File: src/rtl/nf_debug_pkg.sv
// Shared types and constants for the debug statistics collector:
// debug_vector lane offsets, counter widths, meter states and small helpers.
package nf_debug_pkg;

   localparam int unsigned LANE_W       = 64;
   localparam int unsigned VECTOR_W     = 6 * LANE_W;
   localparam int unsigned LANE_RX_FRM  = 5 * LANE_W;  // rx_good, rx_bad
   localparam int unsigned LANE_RX_BYTE = 4 * LANE_W;  // rx_bytes
   localparam int unsigned LANE_MISC    = 3 * LANE_W;  // tx_frames, rx_len_err, proto_err
   localparam int unsigned LANE_TX_BYTE = 2 * LANE_W;  // tx_bytes
   localparam int unsigned LANE_STALL   = 1 * LANE_W;  // tx_stall, rx_max_len, snap_seq
   localparam int unsigned LANE_UPTIME  = 0;           // uptime

   localparam int unsigned FRAME_CNT_W = 32;
   localparam int unsigned BYTE_CNT_W  = 64;
   localparam int unsigned SAT_CNT_W   = 16;
   localparam int unsigned LEN_W       = 16;
   localparam int unsigned SEQ_W       = 16;

   localparam logic [SAT_CNT_W-1:0] SAT16_MAX = 16'hFFFF;

   typedef enum logic {
      METER_IDLE     = 1'b0,
      METER_IN_FRAME = 1'b1
   } meter_state_t;

   function automatic logic [3:0] popcount8(input logic [7:0] v);
      logic [3:0] n;
      n = '0;
      for (int i = 0; i < 8; i++) n = n + {3'b000, v[i]};
      return n;
   endfunction

   function automatic logic [SAT_CNT_W-1:0] sat_inc16(input logic [SAT_CNT_W-1:0] v,
                                                      input logic inc);
      return (inc && (v != SAT16_MAX)) ? v + 16'd1 : v;
   endfunction

endpackage

File: src/rtl/axis_frame_meter.sv
// Passive per-direction AXI-Stream frame meter: beat byte count, frame
// length accumulation (saturating) and keep-pattern sanity check.
module axis_frame_meter
   import nf_debug_pkg::*;
(
   input  logic             clk156,
   input  logic             reset,
   input  logic             beat,
   input  logic [7:0]       tkeep,
   input  logic             tlast,
   output logic [3:0]       beat_bytes,
   output logic             frame_close,
   output logic [LEN_W-1:0] frame_len,
   output logic             keep_err
);

   meter_state_t     state, state_nxt;
   logic [LEN_W-1:0] acc, acc_nxt;
   logic [LEN_W:0]   sum;

   // NOTE: sequential state uses non-blocking assignments so every register samples pre-edge values.
   always_ff @(posedge clk156 or posedge reset) begin
      if (reset) begin
         state <= METER_IDLE;
         acc   <= '0;
      end else begin
         state <= state_nxt;
         acc   <= acc_nxt;
      end
   end

   // NOTE: every output of this block is given a default first, so no path can infer a latch.
   always_comb begin
      beat_bytes  = popcount8(tkeep);
      sum         = {1'b0, acc} + {{(LEN_W-3){1'b0}}, beat_bytes};
      frame_len   = sum[LEN_W] ? SAT16_MAX : sum[LEN_W-1:0];
      frame_close = beat & tlast;
      keep_err    = beat & ((tkeep == 8'h00) ||
                            ((tkeep & (tkeep + 8'd1)) != 8'h00) ||
                            (!tlast && (tkeep != 8'hFF)));
      state_nxt   = state;
      acc_nxt     = acc;
      if (beat) begin
         if (tlast) begin
            state_nxt = METER_IDLE;
            acc_nxt   = '0;
         end else begin
            state_nxt = METER_IN_FRAME;
            acc_nxt   = frame_len;
         end
      end
   end

endmodule

File: src/rtl/nf_debug_stats.sv
// Per-port RX/TX traffic statistics with an on-request coherent snapshot
// published on the 384-bit debug_vector.
module nf_debug_stats
   import nf_debug_pkg::*;
#(
   parameter int unsigned MIN_LEN           = 64,
   parameter int unsigned MAX_LEN           = 1518,
   parameter bit          CLEAR_ON_SNAPSHOT = 1'b0
) (
   input  logic                clk156,
   input  logic                reset,
   input  logic [7:0]          m_axis_rx_tkeep,
   input  logic                m_axis_rx_tlast,
   input  logic                m_axis_rx_tuser,
   input  logic                m_axis_rx_tvalid,
   input  logic [7:0]          s_axis_tx_tkeep,
   input  logic                s_axis_tx_tlast,
   input  logic                s_axis_tx_tvalid,
   input  logic                s_axis_tx_tready,
   input  logic                snapshot,
   output logic [VECTOR_W-1:0] debug_vector,
   output logic                snapshot_done
);

   localparam logic [LEN_W-1:0] MIN_LEN_L = LEN_W'(MIN_LEN);
   localparam logic [LEN_W-1:0] MAX_LEN_L = LEN_W'(MAX_LEN);

   logic                   rx_beat, tx_beat, rx_close, tx_close, rx_keep_err;
   logic [3:0]             rx_beat_bytes, tx_beat_bytes;
   logic [LEN_W-1:0]       rx_frame_len, tx_frame_len;
   logic                   tx_keep_err, unused_tx;

   logic [FRAME_CNT_W-1:0] rx_good, rx_bad, tx_frames, tx_stall;
   logic [FRAME_CNT_W-1:0] rx_good_nxt, rx_bad_nxt, tx_frames_nxt, tx_stall_nxt;
   logic [BYTE_CNT_W-1:0]  rx_bytes, tx_bytes, uptime;
   logic [BYTE_CNT_W-1:0]  rx_bytes_nxt, tx_bytes_nxt, uptime_nxt;
   logic [SAT_CNT_W-1:0]   rx_len_err, proto_err, rx_len_err_nxt, proto_err_nxt;
   logic [LEN_W-1:0]       rx_max_len, rx_max_len_nxt;
   logic [SEQ_W-1:0]       snap_seq, snap_seq_nxt;
   logic                   clear;

   assign rx_beat   = m_axis_rx_tvalid;
   assign tx_beat   = s_axis_tx_tvalid & s_axis_tx_tready;
   assign clear     = CLEAR_ON_SNAPSHOT && snapshot;
   assign unused_tx = ^{tx_frame_len, tx_keep_err};

   axis_frame_meter u_rx_meter (
      .clk156      (clk156),
      .reset       (reset),
      .beat        (rx_beat),
      .tkeep       (m_axis_rx_tkeep),
      .tlast       (m_axis_rx_tlast),
      .beat_bytes  (rx_beat_bytes),
      .frame_close (rx_close),
      .frame_len   (rx_frame_len),
      .keep_err    (rx_keep_err)
   );

   axis_frame_meter u_tx_meter (
      .clk156      (clk156),
      .reset       (reset),
      .beat        (tx_beat),
      .tkeep       (s_axis_tx_tkeep),
      .tlast       (s_axis_tx_tlast),
      .beat_bytes  (tx_beat_bytes),
      .frame_close (tx_close),
      .frame_len   (tx_frame_len),
      .keep_err    (tx_keep_err)
   );

   always_comb begin
      rx_good_nxt    = rx_good;
      rx_bad_nxt     = rx_bad;
      rx_bytes_nxt   = rx_bytes;
      rx_len_err_nxt = rx_len_err;
      rx_max_len_nxt = rx_max_len;
      tx_frames_nxt  = tx_frames;
      tx_bytes_nxt   = tx_bytes;
      tx_stall_nxt   = tx_stall;
      if (rx_close) begin
         if (m_axis_rx_tuser) rx_good_nxt = rx_good + 32'd1;
         else                 rx_bad_nxt  = rx_bad + 32'd1;
         rx_len_err_nxt = sat_inc16(rx_len_err,
                                    (rx_frame_len < MIN_LEN_L) || (rx_frame_len > MAX_LEN_L));
         if (rx_frame_len > rx_max_len) rx_max_len_nxt = rx_frame_len;
      end
      if (rx_beat)  rx_bytes_nxt  = rx_bytes + BYTE_CNT_W'(rx_beat_bytes);
      proto_err_nxt = sat_inc16(proto_err, rx_keep_err);
      if (tx_close) tx_frames_nxt = tx_frames + 32'd1;
      if (tx_beat)  tx_bytes_nxt  = tx_bytes + BYTE_CNT_W'(tx_beat_bytes);
      if (s_axis_tx_tvalid && !s_axis_tx_tready) tx_stall_nxt = tx_stall + 32'd1;
      uptime_nxt   = uptime + 64'd1;
      snap_seq_nxt = snap_seq + SEQ_W'(snapshot);
   end

   // The snapshot captures the next-state values so request-cycle events are included.
   always_ff @(posedge clk156 or posedge reset) begin
      if (reset) begin
         rx_good       <= '0;
         rx_bad        <= '0;
         rx_bytes      <= '0;
         rx_len_err    <= '0;
         proto_err     <= '0;
         rx_max_len    <= '0;
         tx_frames     <= '0;
         tx_bytes      <= '0;
         tx_stall      <= '0;
         uptime        <= '0;
         snap_seq      <= '0;
         debug_vector  <= '0;
         snapshot_done <= 1'b0;
      end else begin
         rx_good       <= clear ? '0 : rx_good_nxt;
         rx_bad        <= clear ? '0 : rx_bad_nxt;
         rx_bytes      <= clear ? '0 : rx_bytes_nxt;
         rx_len_err    <= clear ? '0 : rx_len_err_nxt;
         proto_err     <= clear ? '0 : proto_err_nxt;
         rx_max_len    <= clear ? '0 : rx_max_len_nxt;
         tx_frames     <= clear ? '0 : tx_frames_nxt;
         tx_bytes      <= clear ? '0 : tx_bytes_nxt;
         tx_stall      <= clear ? '0 : tx_stall_nxt;
         uptime        <= uptime_nxt;
         snap_seq      <= snap_seq_nxt;
         snapshot_done <= snapshot;
         if (snapshot) begin
            debug_vector <= {rx_good_nxt, rx_bad_nxt, rx_bytes_nxt,
                             tx_frames_nxt, rx_len_err_nxt, proto_err_nxt,
                             tx_bytes_nxt, tx_stall_nxt, rx_max_len_nxt, snap_seq_nxt,
                             uptime_nxt};
         end
      end
   end

endmodule

File: config.mk
export PLATFORM = sky130hd
export DESIGN_NAME = nf_debug_stats
export DESIGN_NICKNAME = d
export VERILOG_FILES = /design/src/rtl/nf_debug_pkg.sv /design/src/rtl/axis_frame_meter.sv /design/src/rtl/nf_debug_stats.sv
export SDC_FILE = /design/constraint.sdc
export NUM_CORES = 2
export LEC_CHECK = 0
export BUFFER_PORTS_ARGS = -buffer_cell sky130_fd_sc_hd__buf_2
export CAP_MARGIN = 15
export CORE_UTILIZATION = 30
export DETAILED_ROUTE_END_ITERATION = 10
export PLACE_DENSITY = 0.43
export SETUP_SLACK_MARGIN = 0.15
export SLEW_MARGIN = 20
export SYNTH_ARGS = -nofsm -noshare
export SYNTH_HDL_FRONTEND = slang
export SYNTH_SLANG_ARGS = --single-unit
export TNS_END_PERCENT = 10
File: constraint.sdc
create_clock -name clk156 -period 62.5 [get_ports clk156]
set_input_delay 9.375 -clock clk156 [delete_from_list [all_inputs] [get_ports clk156]]
set_output_delay 9.375 -clock clk156 [all_outputs]
set_load 0.02 [all_outputs]
-- Word level (Yosys, flattened, before mapping)
Index checks and enable logic that the tools add are counted.
Widths: inputs -> output; s select.
- output and inout bits: 385
- bits in registers: 785
- bits of input ports: 25
- muxes and demuxes: 15
- equal/unequal tests: 3
- $add $sub $neg: 26
- order comparisons: 3
- bitwise gates (word level): 5
- reduce and logical (&&, ||, !) cells: 11
- operators by type and width (operator ; count):
    $mux 32 ; 6
    $add 32x1->32 const B ; 4
    $add 64x4->64 ; 2
    $mux 64 ; 2
    $mux 16 ; 7
    $add 64x1->64 const B ; 1
    $add 4x1->4 ; 12
    $add 16x1->16 const B ; 2
    $ne 16x16->1 const B ; 2
    $add 16x4->17 ; 1
    $add 16x1->16 ; 1
    $gt 16x11->1 const B ; 1
    $gt 16x16->1 ; 1
    $lt 16x7->1 const B ; 1
    $add 8x1->8 const B ; 1
    $and 8x8->8 ; 1
    $logic_not 8->1 ; 1
    $ne 8x8->1 const B ; 1
    $reduce_bool 8->1 ; 1
    $add 1x1->2 ; 2
    $and 1x1->1 ; 4
    $logic_and 1x1->1 ; 4
    $logic_or 1x1->1 ; 3
    $logic_not 1->1 ; 2

-- Longest topological paths before layout
- depth after elaboration: 14
- gate-level depth with buffers: 26

-- By module
A second synthesis with hierarchy kept.
- cells, all modules: 3284
- area, all modules: 36384.9 µm²
- modules (own cells, without submodules) (module ; cells an instance ; area an instance (µm²) ; times used):
    nf_debug_stats ; 2936 ; 33482.1 ; 1
    axis_frame_meter ; 174 ; 1451.4 ; 2

-- Worst setup path before layout
No wires, ideal clock.
- path type: in2reg
- from: in m_axis_rx_tkeep[0]
- to: reg debug_vector[94]
- stages on the path: 24
- arrival time: 14791 ps
- setup slack: 47584 ps
- buffers on the path: 1
- data required time: 62375 ps
- cell sequence: inv_1 ha_1 inv_1 fa_1 fa_1 fa_1 fa_1 inv_1 ha_1 a21o_1 a2bb2oi_2 nor2_1 nand4_1 mux2i_1 inv_1 ha_1 and4_1 and3_1 a31oi_1 nand2_1 a31oi_2 buf_2 mux2i_1 mux2_2
- word-level cells in the longest chain between the ends: 12
- RTL lines (what ; line ; source):
    from (decl) ; nf_debug_stats.sv:12 ; input logic [7:0] m_axis_rx_tkeep,
    $add 1x1->2 * ; nf_debug_pkg.sv:30 ; for (int i = 0; i < 8; i++) n = n + {3'b000, v[i]};
    $add 4x1->4 * (6 in a row) ; nf_debug_pkg.sv:30 ;
    $add 16x4->17 * ; axis_frame_meter.sv:35 ; sum = {1'b0, acc} + {{(LEN_W-3){1'b0}}, beat_bytes};
    $mux 16 * ; axis_frame_meter.sv:36 ; frame_len = sum[LEN_W] ? SAT16_MAX : sum[LEN_W-1:0];
    $gt 16x16->1 ; nf_debug_stats.sv:85 ; if (rx_frame_len > rx_max_len) rx_max_len_nxt = rx_frame_len;
    $mux 16 * ; nf_debug_stats.sv:85 ;
    $mux 16 * ; nf_debug_stats.sv:80 ; if (rx_close) begin
    via rx_max_len_nxt[14] ; nf_debug_stats.sv:38 ; logic [LEN_W-1:0] rx_max_len, rx_max_len_nxt;
    to (signal assigned) ; nf_debug_stats.sv:126 ; debug_vector <= {rx_good_nxt, rx_bad_nxt, rx_bytes_nxt,
    to (decl) ; nf_debug_stats.sv:21 ; output logic [VECTOR_W-1:0] debug_vector,
The timed path passes the listed nets; every way through them passes the cells marked *.
A chain may end at the register's enable or synchronous reset.

-- Worst setup path after layout
- from: in m_axis_rx_tkeep[0]
- to: reg debug_vector[93]
The elaborated chain is that of the path after synthesis.

==> results.md <==
- Status: complete, no violations
- Clock latency at the later pin of the worst-skew pair: 0.65 ns
- Max Fclk: between 60 and 70 MHz
- Top-area cell type share of the netlist area: 59.0%
- Post-Synth XOR/XNOR Area: 9.21%
- DP HPWL: about 61 mm
- Crit Path Class: in2reg
- Post-DR wirelength/cell: between 15 and 20 um
- # clock sinks: about 790
- Gr usage total: between 10% and 20%
- Cell Area, Synth: about 33000 sq um
- Setup Buffers After CTS: 0
- Die Y: roughly 340 um
- Post-cts sizing count: 0
- Reg2Reg Depth: 16
- DRT Wirelength: between 80 and 90 mm
- Crit end category: flop
- Post-route minimum period: approximately 15 ns
- Hold Path Depth: 1
- Min-delay src: tx_stall[31]
- Main combinational cell family by area after synthesis: simple AND/OR/NAND/NOR gates
- Synth top area cells: dfrtp_1 (59%), mux2_2 (7.4%), nor2_1 (7.2%)
- Register area share after synthesis: approximately 59%
- # port buffers: roughly 410
- Post-synthesis mux area share: about 7.8%
- Synth Area in Compound Gates: between 2 and 2.5%
- Commonest register cell after synthesis: dfrtp_1
- Mapped Cells: 2956
- PD cells: 32.8 nW/um^2
- Core Footprint: approximately 110000 sq um
- Worst Path Max Fanout: 13
- # setup viols final: 0
- R2R setup slack: between 50 and 60 ns
- RSZ-0062 raised after global routing: false
- CP arrival: 15.72 ns
- Final period utilization: about a quarter
- Post-synth EDFFs: 0
- Initial antenna violation count: 6
- R2R Path Start: u_rx_meter.acc[0]
- Post-Syn Area per Cell: approximately 11 sq um
- CTS clk-pin slew, worst paths: roughly 0.06 ns
- Routability congestion estimate: around 0.8
- Cts bufs inserted: 93
- Worst relative slew slack: around a quarter
- Drt first pass iters: 5
- IO Count: between 400 and 500
- Final hold violation count: 0
- CTS Buffer Depth: 3
- Vias in the first global route: 22700
- Remaining Overflow, GRT: 0
- Clock skew: roughly 0.022 ns
- Critical Path RT: about 63 ns
- Largest area contributor in the netlist: dfrtp_1
- Max H-tree Level: 3
- Worst min path class: reg2reg
- Die area: 112000 sq um
- Starting density of the core: about 30%
- Initial DRC count: ~1100
- Syn nets: approximately 3000
- Reg2reg end: debug_vector[93]
- Root Buffer: clkbuf_16
- Slew Viols, Final: 0
- First-pass GRT wire length: between 100 and 150 mm
- Largest net degree at the start of global routing: roughly 160
- Hold_buf cts: 0
- Netlist cell types: 65
- CTS tree: yes
- Worst IR Drop VDD: 0.0230 mV
- Post-layout util: between 30% and 40%
- Die W: roughly 340 um
- Vias/cell: about 4.5
- Layout cell share with drive strength beyond 1: between 20% and 30%
- Most frequent cell after synthesis: dfrtp_1
- DRC Markers: 0
- # Max-Cap Violations: 0
- Via count: 22100
- Sink of the worst hold path: tx_stall[31]
- Slew @ Worst Pin: 1.12 ns
- Post-Synth Simple-Gate Area: approximately 17%
- Yosys reg bits: about 790
- Area grow syn2layout: 20.5%
- Top cells by count, synth: dfrtp_1 (785), nor2_1 (637), mux2_2 (218)
- Total negative slack: 0 ns
- Routed Antenna Nets: 0
- Adder-cell area share of the yosys netlist: about 2.3%
- Leakage power: roughly 0.02 uW
- Row count: about 120
- Fraction of registers with async set/reset: 100%
- CP Launch Type: primary input
- Final Power: around 1300 uW
- YS warnings: 0
- Fin nets: ~3500
-- area by class of cell --
cell class	count	area, sq um
fillers	11000	69400
flip-flops and latches	785	19600
multi-input cells	1992	13000
clock buffers	127	2680
repair buffers	429	2230
well taps	1476	1850
clock inverters	33	387
inverters	94	365
diodes	1	2.50
-- state kept, by name, summed over array words and instances, names as in the netlist, 32 cells and up --
name,flops
debug_vector,384
uptime,64
tx_frames,32
rx_bytes,64
rx_good,32
tx_stall,32
tx_bytes,64
rx_bad,32
-- metal layers --
metal | global-route usage (%) | vias up | share of wire, %
li1 | - | 10800 | -
met1 | 21.1 | 10800 | 46
met2 | 24.6 | 370 | 47
met3 | 3.15 | 95 | 4.7
met4 | 4.80 | 2 | 2.1
met5 | 0 | - | 0.023
-- kinds of logic (layout without fill, tap and decap cells) --
logic type	after synthesis	after routing
AND/OR/NAND/NOR	1234	1234
flip-flops	785	785
XOR/XNOR	350	350
multiplexers	233	233
buffers and inverters	179	683
AO/OA/AOI/OAI	120	120
adder cells (fa/ha/maj)	55	55
other	0	1
-- worst max-delay path, cell delays in order --
cell and delay [ns]:
buf_2 0.10, inv_1 0.06, ha_1 0.27, inv_1 0.04
fa_1 0.50, fa_1 0.44, fa_1 0.42, fa_1 0.39
xnor2_1 0.24, ha_1 0.33, and3_1 0.20, a2bb2oi_2 0.43
nor2_1 0.11, nand4_1 0.13, mux2i_1 0.36, inv_1 0.08
ha_1 0.29, and4_1 0.20, and3_1 0.17, a31oi_1 0.21
nand2_1 0.10, a31oi_2 0.30, buf_4 0.32, mux2_2 0.37
mux2_2 0.26
-- layout by cell type (no fill, tap or decap), types with 35 or more instances in the layout --
cell type	n
dfrtp_1	785
nor2_1	637
buf_2	408
mux2_2	218
xnor2_1	211
nand2_1	155
xor2_1	139
nand3_1	132
clkbuf_16	94
inv_1	92
and3_1	73
nand4_1	65
ha_1	44
nor3_1	35
-- worst max path at each step --
| stage | start | depth (start not counted) | to | slack [ns] |
|---|---|---|---|---|
| 2_1_floorplan | reset | 1 | debug_vector[0] | 31.08 |
| 3_3_place_gp | m_axis_rx_tkeep[0] | 25 | debug_vector[82] | 46.71 |
| 3_5_place_dp | m_axis_rx_tkeep[0] | 25 | debug_vector[93] | 46.64 |
| 4_1_cts | m_axis_rx_tkeep[0] | 25 | debug_vector[93] | 47.34 |
| 5_1_grt | m_axis_rx_tkeep[1] | 25 | debug_vector[93] | 46.98 |
| 6_report | m_axis_rx_tkeep[0] | 25 | debug_vector[93] | 47.30 |
-- report_power, final --
part           total (uW)  switching [uW]  internal [uW]
combinational         191             120           70.6
sequential            580            30.7            550
clock                 544             217            327
total                1320             368            947
-- per-stage QoR --
step | hold slack (ns) | area (sq um) | setup WS, ns | instances
3_3_place_gp | 0.446 | 37000 | 46.71 | 4776
6_report | 0.456 | 40100 | 47.30 | 4937
4_1_cts | 0.460 | 40100 | 47.34 | 4936
5_1_grt | 0.478 | 40100 | 46.98 | 4937
3_5_place_dp | 0.451 | 37000 | 46.64 | 4776
2_1_floorplan | 0.432 | 33300 | 31.08 | 2956
Power figures use the tool's default switching activity.
